File: src/rtl/elevator_pkg.sv
// Shared state encoding and direction constants for the elevator controller.
package elevator_pkg;

  typedef enum logic [1:0] {
    IDLE      = 2'd0,
    MOVE_UP   = 2'd1,
    MOVE_DOWN = 2'd2,
    DOOR      = 2'd3
  } elev_state_t;

  localparam logic DIR_UP   = 1'b1;
  localparam logic DIR_DOWN = 1'b0;

endpackage

File: src/rtl/elevator_controller_tick_timer.sv
// Free-running modulo-TICKS counter; done pulses on the last count while enabled.
module tick_timer #(
  parameter int TICKS = 1
) (
  input  logic clk,
  input  logic reset,
  input  logic clr,
  input  logic en,
  output logic done
);

  localparam int CNT_W = (TICKS > 1) ? $clog2(TICKS) : 1;
  localparam logic [CNT_W-1:0] LAST = CNT_W'(TICKS - 1);

  logic [CNT_W-1:0] count;

  assign done = en && !clr && (count == LAST);

  always_ff @(posedge clk) begin
    if (reset || clr) begin
      count <= '0;
    end else if (en) begin
      count <= done ? '0 : count + 1'b1;
    end
  end

endmodule

File: src/rtl/elevator_controller.sv
// N-floor SCAN elevator controller with latched calls, travel timing and door dwell.
// Optional emergency stop (estop input, halted output) under `ELEVATOR_ESTOP_EN.
module elevator_controller
  import elevator_pkg::*;
#(
  parameter int NUM_FLOORS   = 8,
  parameter int FLOOR_W      = $clog2(NUM_FLOORS),
  parameter int TRAVEL_TICKS = 10000000,
  parameter int DOOR_TICKS   = 20000000
) (
  input  logic                  clk,
  input  logic                  reset,
  input  logic                  req_valid,
  input  logic [FLOOR_W-1:0]    req_floor,
`ifdef ELEVATOR_ESTOP_EN
  input  logic                  estop,
  output logic                  halted,
`endif
  output logic [FLOOR_W-1:0]    current_floor,
  output logic [NUM_FLOORS-1:0] pending,
  output logic                  dir_up,
  output logic                  moving,
  output logic                  door_open,
  output logic                  idle
);

  localparam logic [FLOOR_W:0] NF = (FLOOR_W + 1)'(NUM_FLOORS);

  elev_state_t           state_q, state_d;
  logic [FLOOR_W-1:0]    floor_q, floor_d, floor_up, floor_dn;
  logic [NUM_FLOORS-1:0] pending_q, pending_d;
  logic [NUM_FLOORS-1:0] le_mask, lt_mask;
  logic                  dir_q, dir_d;
  logic                  moving_q, door_q, idle_q;
  logic                  req_ok, door_restart;
  logic                  above, below;
  logic                  travel_done, door_done;
  logic                  freeze;

`ifdef ELEVATOR_ESTOP_EN
  logic halted_q;
  assign freeze = estop;
  assign halted = halted_q;
  always_ff @(posedge clk) begin
    if (reset) halted_q <= 1'b0;
    else       halted_q <= estop;
  end
`else
  assign freeze = 1'b0;
`endif

  assign req_ok       = req_valid && ({1'b0, req_floor} < NF);
  assign door_restart = (state_q == DOOR) && req_ok && (req_floor == floor_q);
  assign floor_up     = floor_q + FLOOR_W'(1);
  assign floor_dn     = floor_q - FLOOR_W'(1);

  // lt_mask: floors strictly below current; le_mask: floors at or below current.
  always_comb begin
    lt_mask = (NUM_FLOORS'(1) << floor_q) - 1'b1;
    le_mask = (NUM_FLOORS'(2) << floor_q) - 1'b1;
    above   = |(pending_q & ~le_mask);
    below   = |(pending_q & lt_mask);
  end

  tick_timer #(.TICKS(TRAVEL_TICKS)) u_travel_timer (
    .clk   (clk),
    .reset (reset),
    .clr   (!((state_q == MOVE_UP) || (state_q == MOVE_DOWN))),
    .en    (!freeze),
    .done  (travel_done)
  );

  tick_timer #(.TICKS(DOOR_TICKS)) u_door_timer (
    .clk   (clk),
    .reset (reset),
    .clr   ((state_q != DOOR) || door_restart),
    .en    (!freeze),
    .done  (door_done)
  );

  // New requests are set before service clears so a same-edge clear wins.
  always_comb begin
    state_d   = state_q;
    floor_d   = floor_q;
    dir_d     = dir_q;
    pending_d = pending_q;
    if (req_ok && !door_restart) pending_d[req_floor] = 1'b1;
    if (!freeze) begin
      unique case (state_q)
        IDLE: begin
          if (pending_q[floor_q]) begin
            state_d            = DOOR;
            pending_d[floor_q] = 1'b0;
          end else if (dir_q && above) begin
            state_d = MOVE_UP;
          end else if (below) begin
            state_d = MOVE_DOWN;
            dir_d   = DIR_DOWN;
          end else if (above) begin
            state_d = MOVE_UP;
            dir_d   = DIR_UP;
          end
        end
        MOVE_UP: begin
          if (travel_done) begin
            floor_d = floor_up;
            if (pending_q[floor_up]) begin
              state_d             = DOOR;
              pending_d[floor_up] = 1'b0;
            end
          end
        end
        MOVE_DOWN: begin
          if (travel_done) begin
            floor_d = floor_dn;
            if (pending_q[floor_dn]) begin
              state_d             = DOOR;
              pending_d[floor_dn] = 1'b0;
            end
          end
        end
        DOOR: begin
          if (door_done) begin
            if ((dir_q == DIR_UP) && above) begin
              state_d = MOVE_UP;
            end else if ((dir_q == DIR_DOWN) && below) begin
              state_d = MOVE_DOWN;
            end else if ((dir_q == DIR_UP) && below) begin
              state_d = MOVE_DOWN;
              dir_d   = DIR_DOWN;
            end else if ((dir_q == DIR_DOWN) && above) begin
              state_d = MOVE_UP;
              dir_d   = DIR_UP;
            end else begin
              state_d = IDLE;
            end
          end
        end
        default: state_d = IDLE;
      endcase
    end
  end

  always_ff @(posedge clk) begin
    if (reset) begin
      state_q   <= IDLE;
      floor_q   <= '0;
      pending_q <= '0;
      dir_q     <= DIR_UP;
      moving_q  <= 1'b0;
      door_q    <= 1'b0;
      idle_q    <= 1'b1;
    end else begin
      state_q   <= state_d;
      floor_q   <= floor_d;
      pending_q <= pending_d;
      dir_q     <= dir_d;
      moving_q  <= (state_d == MOVE_UP) || (state_d == MOVE_DOWN);
      door_q    <= (state_d == DOOR);
      idle_q    <= (state_d == IDLE);
    end
  end

  assign current_floor = floor_q;
  assign pending       = pending_q;
  assign dir_up        = dir_q;
  assign moving        = moving_q;
  assign door_open     = door_q;
  assign idle          = idle_q;

endmodule
File: config.mk
export PLATFORM = sky130hd
export DESIGN_NAME = elevator_controller
export DESIGN_NICKNAME = d
export VERILOG_FILES = /design/src/rtl/elevator_pkg.sv /design/src/rtl/elevator_controller_tick_timer.sv /design/src/rtl/elevator_controller.sv
export SDC_FILE = /design/constraint.sdc
export NUM_CORES = 1
export LEC_CHECK = 0
export ABC_AREA = 1
export CAP_MARGIN = 10
export CORE_MARGIN = 4
export CORE_UTILIZATION = 40
export CTS_BUF_LIST = sky130_fd_sc_hd__clkbuf_8
export DETAILED_ROUTE_END_ITERATION = 7
export GPL_TIMING_DRIVEN = 0
export PLACE_DENSITY_LB_ADDON = 0.08
export SLEW_MARGIN = 40
export SYNTH_ARGS = -nofsm -noshare
export SYNTH_HDL_FRONTEND = slang
export SYNTH_SLANG_ARGS = --single-unit
File: constraint.sdc
create_clock -name clk -period 2.74 [get_ports clk]
set_input_delay 0.411 -clock clk [delete_from_list [all_inputs] [get_ports clk]]
set_output_delay 0.411 -clock clk [all_outputs]
set_load 0.03 [all_outputs]
Word level (Yosys, flattened, before mapping) --
Cells that the tools add are included.
Operators by class: add/sub/neg operators 6, order comparisons 8, equality and inequality tests 19, shift-type cells 2, multiplexer cells 48, bitwise logic cells 11, reductions and logical operators 31
Operators by type and width (count):
- $mux 8 | 6
- $and 8x8->8 | 5
- $not 8->8 | 4
- $add 25x1->25 const B | 1
- $eq 25x25->1 const B | 1
- $add 24x1->24 const B | 1
- $eq 24x24->1 const B | 1
- $mux 2 | 12
- $pmux 8 s3 | 1
- $mux 1 | 17
- $lt 3x4->1 const B | 4
- $reduce_or 8->1 | 2
- $sub 8x1->8 const B | 2
- $logic_and 1x1->1 | 13
- $demux 1 s3 | 4
- $ge 3x1->1 const B | 4
- $ne 2x2->1 const B | 5
- $bmux 1 s3 | 3
- $eq 2x2->1 const B | 4
- $or 8x8->8 | 1
- $pmux 2 s4 | 1
- $reduce_and 8->1 | 1
- $shl 1x3->8 const A | 1
- $shl 2x3->8 const A | 1
- 17 further kinds | 30
Storage, ports and cells: bits in registers 66, input port bits 6, output and inout bits 15, logic and storage cells 134

Longest topological paths before layout --
Gate-level depths: netlist of the first run.
depth after elaboration 14, depth in mapped cells 17, mapped depth without buffers 16

Modules after synthesis --
From an unflattened synthesis of the first run, not the netlist that was laid out.
Unflattened totals: cells, all modules 781, area, all modules 4765.8 µm²
Modules (own cells, without submodules):
- elevator_controller | times used 1, cells an instance 336, area an instance 1868.0 µm², sequential area each 340.3 µm²
- tick_timer at u_door_timer | times used 1, cells an instance 214, area an instance 1450.1 µm², sequential area each 500.5 µm²
- tick_timer at u_travel_timer | times used 1, cells an instance 231, area an instance 1447.6 µm², sequential area each 480.5 µm²

Worst setup path before layout of the first run --
OpenSTA, ideal clock, no wires.
path kind register to register, start point reg floor_q[0], in the netlist current_floor[0], end point reg moving_q, in the netlist moving, setup time 0.114 ns, arrival 2.374 ns, data required time 2.626 ns, setup slack 0.252 ns, stages on the path, launching flop included 17, path buffers 2, period minus slack after synthesis 2.488 ns, cells stage by stage dfxtp_1 -> inv_1 -> clkbuf_1 -> ha_1 -> buf_2 -> inv_1 -> nor2_1 -> nand2_1 -> nand2_1 -> nor2_1 -> nand3_1 -> nand2_1 -> inv_1 -> nand3_1 -> nand2_2 -> nor2_1 -> nor2_2
On the way: cells in the longest elaborated chain, start to end 14, elaborated cells between the ends (all ways) 43, those cells by class 4 x add/sub; 3 x eq/ne; 2 x shift; 20 x mux; 3 x bitwise; 11 x reduce/logical
RTL lines:
- from (decl) | line elevator_controller.sv:30 | logic [FLOOR_W-1:0] floor_q, floor_d, floor_up, floor_dn;
- from (signal assigned) | line elevator_controller.sv:155 | floor_q <= floor_d;
- $shl 2x3->8 | line elevator_controller.sv:60 | le_mask = (NUM_FLOORS'(2) << floor_q) - 1'b1;
- $sub 8x1->8 | line elevator_controller.sv:60
- $not 8->8 | line elevator_controller.sv:61 | above = |(pending_q & ~le_mask);
- $and 8x8->8 | line elevator_controller.sv:61
- $reduce_or 8->1 | line elevator_controller.sv:61
- $logic_and 1x1->1 | line elevator_controller.sv:131 | end else if ((dir_q == DIR_DOWN) && above) begin
- $mux 1 | line elevator_controller.sv:131
- $mux 2 | line elevator_controller.sv:128 | end else if ((dir_q == DIR_UP) && below) begin
- $mux 2 | line elevator_controller.sv:126 | end else if ((dir_q == DIR_DOWN) && below) begin
- $mux 2 | line elevator_controller.sv:124 | if ((dir_q == DIR_UP) && above) begin
- $mux 2 | line elevator_controller.sv:123 | if (door_done) begin
- $pmux 2 s4 (*) | line elevator_controller.sv:89 | unique case (state_q)
- $eq 2x1->1 / $eq 2x2->1 (equally long branches) | line elevator_controller.sv:158 | moving_q <= (state_d == MOVE_UP) || (state_d == MOVE_DOWN);
- $logic_or 1x1->1 (*) | line elevator_controller.sv:158
- to (signal assigned) | line elevator_controller.sv:158
- to (decl) | line elevator_controller.sv:34 | logic moving_q, door_q, idle_q;
Mark *: on every way between the ends. The rest lies on a longest branch, timed or not. The select of a mux whose other input is x is not followed. A chain may end at the register's enable or synchronous reset.

Final worst setup path of the first run --
start point reg floor_q[0], in the netlist current_floor[0], end point reg pending_q[6], in the netlist pending[6]
On the way: cells in the longest elaborated chain, start to end 10, elaborated cells between the ends (all ways) 40, those cells by class 2 x add/sub; 6 x order compare; 1 x eq/ne; 19 x mux; 6 x bitwise; 6 x reduce/logical
RTL lines:
- $sub 3x1->3 / $add 3x1->3 (equally long branches) | line elevator_controller.sv:55, elevator_controller.sv:54
- $lt 3x4->1 (implied by the code), or another cell as far along | line elevator_controller.sv:118 | pending_d[floor_dn] = 1'b0;
- $logic_and 1x1->1, on equally long branches | line elevator_controller.sv:118, elevator_controller.sv:109
- $mux 1, on equally long branches | line elevator_controller.sv:118, elevator_controller.sv:109
- $demux 1 s3, on equally long branches | line elevator_controller.sv:118, elevator_controller.sv:109
- $not 8->8 (no source line)
- $and 8x8->8 (no source line)
- $mux 8, on equally long branches | line elevator_controller.sv:116, elevator_controller.sv:107
- $mux 8, on equally long branches | line elevator_controller.sv:114, elevator_controller.sv:105
- $pmux 8 s3 (*) | line elevator_controller.sv:89
- to (signal assigned) | line elevator_controller.sv:156 | pending_q <= pending_d;
- to (decl) | line elevator_controller.sv:31 | logic [NUM_FLOORS-1:0] pending_q, pending_d;
Marked as above.

==> results of run 1 <==
==> per-layer routing <==
layer / track usage (%) / up-vias / share of wire [%]
li1: - / 2137 / -
met3: 4.52 / 9 / 5.0
met1: 25.9 / 1875 / 48
met2: 30.0 / 110 / 45
met5: 0 / - / 0
met4: 6.50 / 0 / 1.1
==> kinds of logic (layout without fill, tap and decap cells) <==
group | Yosys count | count (layout)
simple gates | 365 | 365
buf+inv | 97 | 136
compound gates | 81 | 81
flops | 66 | 66
xor+xnor | 15 | 15
fa+ha+maj | 14 | 14
==> what timing repair did <==
| action | in CTS | in global routing |
|---|---|---|
| setup endpoints to repair | 10 | 12 |
| setup buffers | 0 | 5 |
| pin swaps | 0 | 0 |
| resized for setup | 1 | 4 |
==> report_power, final <==
group / total [mW] / internal, mW / leakage, nW / switching, mW
Combinational: 0.957 / 0.318 / 1.22 / 0.640
Sequential: 1.07 / 1.01 / 0.535 / 0.0527
Clock: 0.945 / 0.538 / 0.109 / 0.407
Total: 2.97 / 1.87 / 1.87 / 1.10
==> metrics by stage <==
step / power [mW] / setup TNS [ns] / utilization [%] / hold WS, ns
2_1_floorplan: 1.76 / 0 / - / 0.418
3_3_place_gp: 2.02 / -0.568 / 45.3 / 0.427
3_5_place_dp: 2.03 / -0.756 / 45.3 / 0.444
4_1_cts: 2.99 / 0 / 47.6 / 0.459
5_1_grt: 3.16 / 0 / 48.1 / 0.482
6_report: 2.97 / 0 / 48.1 / 0.453
==> placed cells by master (no fill, tap or decap), types with 3 or more instances in the layout <==
cell type	count
xnor2_1	3
buf_4	7
nand2_2	9
nor3_2	3
a31oi_1	4
nand3_1	45
inv_1	81
dfxtp_1	64
inv_2	5
nand4_1	13
clkdlybuf4s50_1	19
clkbuf_8	10
nor3_1	29
nand3_2	4
o21ai_0	32
clkinvlp_4	3
xor2_1	12
nor2_1	88
nand2_1	142
a21oi_1	25
o21a_1	6
a211oi_1	4
ha_1	14
or2_2	3
nor2_2	10
nor4_1	8
==> critical path: stages, from the launching register on <==
cell and delay, ns:
dfxtp_4 0.43, clkinvlp_4 0.19, ha_1 0.34, buf_2 0.19, inv_1 0.19, nor2_1 0.10, nand2_1 0.07, nand2_1 0.06
nor2_2 0.21, nand2_1 0.07, a21oi_1 0.14, and2_1 0.17, nand3_1 0.12, nand3_1 0.11, inv_1 0.05
==> how the worst min path moves through the flow <==
| stage | startpoint | end | depth (start not counted) |
|---|---|---|---|
| finish | u_travel_timer.count[0]$_SDFF_PP0_ | u_travel_timer.count[0]$_SDFF_PP0_ | 1 |
| global route | u_travel_timer.count[0]$_SDFF_PP0_ | u_travel_timer.count[0]$_SDFF_PP0_ | 1 |
| CTS | u_travel_timer.count[0]$_SDFF_PP0_ | u_travel_timer.count[0]$_SDFF_PP0_ | 1 |
| detailed placement | u_travel_timer.count[0]$_SDFF_PP0_ | u_travel_timer.count[0]$_SDFF_PP0_ | 1 |
| global placement | u_door_timer.count[0]$_SDFF_PP0_ | u_door_timer.count[0]$_SDFF_PP0_ | 1 |
| floorplan | u_travel_timer.count[0]$_SDFF_PP0_ | u_travel_timer.count[0]$_SDFF_PP0_ | 1 |
==> flip-flops by register name (all words and copies together), names as in the netlist <==
name and flops:
state_q 2, u_door_timer.count 25, u_travel_timer.count 24, dir_up 1, moving 1, door_open 1, pending 8, idle 1
current_floor 3
==> layout make-up <==
cell class                      instances  area (µm²)  share of cell area (%)
Inverter                               89         340                    7.11
Multi-Input combinational cell        475        2450                    51.3
Clock inverter                          6        88.8                    1.86
Buffer                                  7        43.8                   0.915
Sequential cell                        66        1330                    27.7
Timing Repair Buffer                   24         228                    4.76
Tap cell                              133         166                    3.48
Clock buffer                           10         138                    2.88
==> reports/metrics.cfg, run 1 <==
[cells_and_area]
fillers = 1056
antenna_cells = 0
area_growth_pct = 15.1
final_layout_size_suffix_gt1_share_pct = 10.6
fin_nets = 692
final_cells = 810
final_area_mm2 = 0.00478

[power_and_ir_drop]
p_leak_nw = 1.87
vdd_drop_max_uv = 372
power_density_mw_per_mm2 = 620

[sta]
setup_viol = 0
rsz0062_at_grt = no
fin_worst_skew_ns = 0.00775
finalCriticalPeriod_ns = 2.56
setup_slack_ns = 0.179
max_clock_freq_mhz = 390
final-hold-violation-count = 0
slew_viol_final = 0
period_share_pct = 93.5
relSlewSlack_pct = 61.7
worst_pin_slew_ns = 0.570

[floorplan]
row_count = 36
num_io_pins = 21
core_area_mm2 = 0.00995
initial_utilization_pct = 41.8
dieArea_mm2 = 0.0121
dieWidth_um = 110
die_y_um = 110

[critical_path]
cp_data_required_time_ns = 3.00
r2r-end = pending[6]$_SDFF_PP0_
timing.critical_path.to = pending[6]$_SDFF_PP0_
cp_max_fo = 10
worst_r2r_path_depth = 14
critPathLaunchType = flop
regToRegStartpoint = current_floor[0]$_SDFFE_PP0P_
path_class = flop to flop
crit_arrival_ns = 2.82
cp-end-kind = flop
reg2reg_slack_ns = 0.18
startpoint = current_floor[0]$_SDFFE_PP0P_

[global_routing]
overflow = 0
grt_use_total_pct = 19.2
grt_pass1_vias = 3784
antenna_found_initial = 0
grt_max_degree = 14
grt_pass1_wl_um = 18000

[clock_tree]
cts.clk_slew.worst_paths_ns = 0.08
postCtsHoldBufs = 0
clock-sinks = 66
tritoncts = yes
cts_buffers = 9
cts_root_buf = clkbuf_8
cts_buffer_depth = 2
insertion_delay_ns = 0.36
cts.htree.levels = 3

[synth]
synth_top_family_by_area = simple AND/OR/NAND/NOR gates
synth_area_leaders = dfxtp_1 (32%), nand2_1 (13%), nor2_1 (8.0%)
async_reset_ff_share_pct = 0
synthAdderAreaFrac_pct = 4.21
synth.avg_cell_area_um2 = 6.51
synth_cell_types = 44
synth_top_area_share_pct = 31.8
synthCells = 638
synth_edf_count = 0
synth_compound_area_share_pct = 11.2
synth-seq-cells = 66
synth.most_common_cell = nand2_1
syn_area_mm2 = 0.00416
synth.largest_area_cell = dfxtp_1
yosys.area_share.simple_pct = 40.4
yosysSeqAreaShare_pct = 31.8
synth_ff_type = dfxtp_1
synth_common_cells = nand2_1 (142), nor2_1 (89), inv_1 (82), dfxtp_1 (66), nand3_1 (45)
yosys_warnings = 0
syn-num-nets = 658
muxShareOfSynthArea_pct = 0
synthXorXnorAreaFrac_pct = 3.16

[routing]
final_antenna_net_count = 0
drt_iter0_markers = 287
drc = 0
route.vias.total = 4131
detail_route.wl_per_cell_um = 13.3
wl_um = 10800
via_per_inst = 5.10
drt_pre_antenna_iters = 5

[place]
dpl-instance-area_mm2 = 0.00451
port-buffer-count = 19
place_ws_ns = -0.167
place_congestion = 0.855
dp_hpwl_um = 8160
dp_cells = 790

[flow_run]
maxCapViolations = 0

[hold_path]
hp-class = flop to flop

[run_status]
outcome = complete, no violations

Power figures use the tool's default switching activity.
==> run 2: changes to the inputs <==
ABC_CLOCK_PERIOD_IN_PS = 2740   (was default)
CTS_CLUSTER_SIZE = 8   (was default)
==> results of run 2 <==
Final layout, timing and power as in run 1 (identical DEF).
==> run 3: changes to the inputs <==
CELL_PAD_IN_SITES_DETAIL_PLACEMENT = 0   (was default)
CELL_PAD_IN_SITES_GLOBAL_PLACEMENT = 1   (was default)
CORE_UTILIZATION = 45   (was 40)
==> reports/metrics.cfg, run 3 (synthesized netlist as in run 1, its figures left out) <==
[floorplan]
row_count = 34  ; was 36
dieWidth_um = 104  ; was 110 µm
dieArea_mm2 = 0.0108  ; was 0.0121 mm²
initial_utilization_pct = 47.0  ; was 41.8%
core_area_mm2 = 0.00885  ; was 0.00995 mm²
num_io_pins = 21  ; unchanged
die_y_um = 104  ; was 110 µm

[clock_tree]
insertion_delay_ns = 0.34  ; was 0.36 ns
cts_buffers = 9  ; unchanged
cts_buffer_depth = 2  ; unchanged
tritoncts = yes  ; unchanged
cts.clk_slew.worst_paths_ns = 0.08  ; about the same
cts_root_buf = clkbuf_8  ; unchanged
cts.htree.levels = 3  ; unchanged
clock-sinks = 66  ; unchanged

[place]
dpl-instance-area_mm2 = 0.00448  ; was 0.00451 mm²
port-buffer-count = 19  ; unchanged
place_ws_ns = -0.184  ; was -0.167 ns
place_congestion = 0.882  ; was 0.855
dp_hpwl_um = 8080  ; was 8160 µm

[power_and_ir_drop]
vdd_drop_max_uv = 316  ; was 372 µV
pwr-share-comb_pct = 32.2  ; about the same
internal_power_mw = 1.85  ; was 1.87 mW
p_leak_nw = 1.86  ; was 1.87 nW
swShare_pct = 37.4  ; was 37.0%
clockPowerShare_pct = 31.7  ; was 31.8%
pwr-share-seq_pct = 36.0  ; was 35.9%
total_power_mw = 2.96  ; was 2.97 mW
power_switching_mw = 1.11  ; was 1.10 mW
power_density_mw_per_mm2 = 627  ; was 620 mW/mm²

[critical_path]
max_stage_delay_ns = 0.46  ; was 0.43 ns
critPathLaunchType = flop  ; unchanged
path_class = flop to flop  ; unchanged
slowest_stage = dfxtp_2  ; was dfxtp_4
cp_data_required_time_ns = 2.97  ; was 3.00 ns
worstPathCellList = clkinvlp_4 -> ha_1 -> buf_2 -> inv_1 -> nor2_1 -> nand2_1 -> nand2_1 -> nor2_2 -> nand2_1 -> a21oi_1 -> and2_1 -> nand3_1 -> nand3_1 -> inv_1  ; unchanged
critical-path-top-delay-family = simple AND/OR/NAND/NOR gates  ; unchanged
crit_arrival_ns = 2.73  ; was 2.82 ns
cp-end-kind = flop  ; unchanged
critPathBufInv = 4  ; unchanged
cp_max_fo = 10  ; unchanged
crit_top_cell = nand2_1  ; unchanged

[routing]
via_per_inst = 5.21  ; was 5.10
route.vias.total = 4069  ; was 4,131
detail_route.wl_per_cell_um = 13.4  ; was 13.3 µm
drt_pre_antenna_iters = 5  ; unchanged
drc = 0  ; unchanged
final_antenna_net_count = 0  ; unchanged
wl_um = 10500  ; was 10,800 µm
drt_iter0_markers = 191  ; was 287

[run_status]
outcome = complete, no violations  ; unchanged

[sta]
max_clock_freq_mhz = 401  ; was 390 MHz
finalCriticalPeriod_ns = 2.50  ; was 2.56 ns
worst_pin_slew_ns = 0.646  ; was 0.570 ns
slew_viol_final = 0  ; unchanged
period_share_pct = 91.1  ; was 93.5%
whs_ns = 0.460  ; was 0.453 ns
fin_worst_skew_ns = 0.0120  ; was 0.00775 ns
relSlewSlack_pct = 56.6  ; was 61.7%
setup_slack_ns = 0.244  ; was 0.179 ns
rsz0062_at_grt = no  ; unchanged
setup_viol = 0  ; unchanged
final-hold-violation-count = 0  ; unchanged

[cells_and_area]
final_cell_mix = nand2_1 (142), nor2_1 (88), inv_1 (81), dfxtp_1 (64), nand3_1 (45)  ; unchanged
utilization_pct = 53.3  ; was 48.1%
top_register = u_door_timer.count  ; unchanged
final_common_cell = nand2_1  ; unchanged
area_growth_pct = 13.5  ; was 15.1%
fillers = 934  ; was 1,056
final_layout_size_suffix_gt1_share_pct = 10.1  ; was 10.6%
fin_nets = 688  ; was 692
final_area_mm2 = 0.00472  ; was 0.00478 mm²
largest_reg_flops = 25  ; unchanged
antenna_cells = 0  ; unchanged

[global_routing]
grt_max_degree = 14  ; unchanged
antenna_found_initial = 0  ; unchanged
grt_pass1_vias = 3812  ; was 3,784
overflow = 0  ; unchanged
grt_use_total_pct = 19.7  ; was 19.2%
grt_pass1_wl_um = 18000  ; about the same

[flow_run]
maxCapViolations = 0  ; unchanged

[hold_path]
hp-class = flop to flop  ; unchanged

run 3: cell count changes in the layout (fill, tap and decap cells not counted), sizes merged:
cell | before | now
buf | 10 | 6
clkinv | 2 | 4
clkinvlp | 3 | 1
clkbuf | 12 | 11
inv | 88 | 89
run 3: per-stage QoR:
| step | cells | TNS [ns] |
|---|---|---|
| floorplan | 638 | 0 |
| global placement | 765 | -0.901 |
| detailed placement | 765 | -0.898 |
| CTS | 781 | 0 |
| global route | 781 | 0 |
| finish | 781 | 0 |
run 3: per-layer routing:
| layer | vias up | track usage (%) | part of all wire (%) |
|---|---|---|---|
| met5 | - | 0 | 0 |
| li1 | 2130 | - | - |
| met2 | 90 | 32.4 | 45 |
| met4 | 0 | 5.13 | 1.1 |
| met1 | 1836 | 27.1 | 49 |
| met3 | 13 | 2.98 | 4.3 |
run 3: worst paths after layout:
kind / startpoint / to / cells past startpoint / slack [ns]
min: u_door_timer.count[0]$_SDFF_PP0_ / u_door_timer.count[0]$_SDFF_PP0_ / 1 / 0.46
max reg2reg: current_floor[0]$_SDFFE_PP0P_ / pending[7]$_SDFF_PP0_ / 14 / 0.24
max: current_floor[0]$_SDFFE_PP0P_ / pending[7]$_SDFF_PP0_ / 14 / 0.24
min reg2reg: u_door_timer.count[0]$_SDFF_PP0_ / u_door_timer.count[0]$_SDFF_PP0_ / 1 / 0.46
run 3: power by group through the flow:
| stage | clock (mW) | combinational, mW | sequential [mW] |
|---|---|---|---|
| floorplan | 0 | 0.631 | 1.13 |
| global placement | 0 | 0.932 | 1.09 |
| detailed placement | 0 | 0.938 | 1.09 |
| CTS | 0.963 | 0.945 | 1.06 |
| global route | 1.01 | 1.06 | 1.07 |
| finish | 0.939 | 0.954 | 1.07 |
run 3: final cells by class:
cell class | instances | area, µm² | area share [%]
plain buffers | 7 | 43.8 | 0.928
clock buffers | 9 | 124 | 2.63
clock inverters | 7 | 100 | 2.12
inverters | 89 | 340 | 7.21
multi-input cells | 475 | 2450 | 52.0
flip-flops and latches | 66 | 1320 | 28.1
well taps | 108 | 135 | 2.86
repair buffers | 20 | 198 | 4.19
run 3: repair_timing:
action	4_1_cts	5_1_grt
resized for setup	3	1
hold buffers	0	0
endpoints found under the setup margin	10	2
buffers inserted	1	0
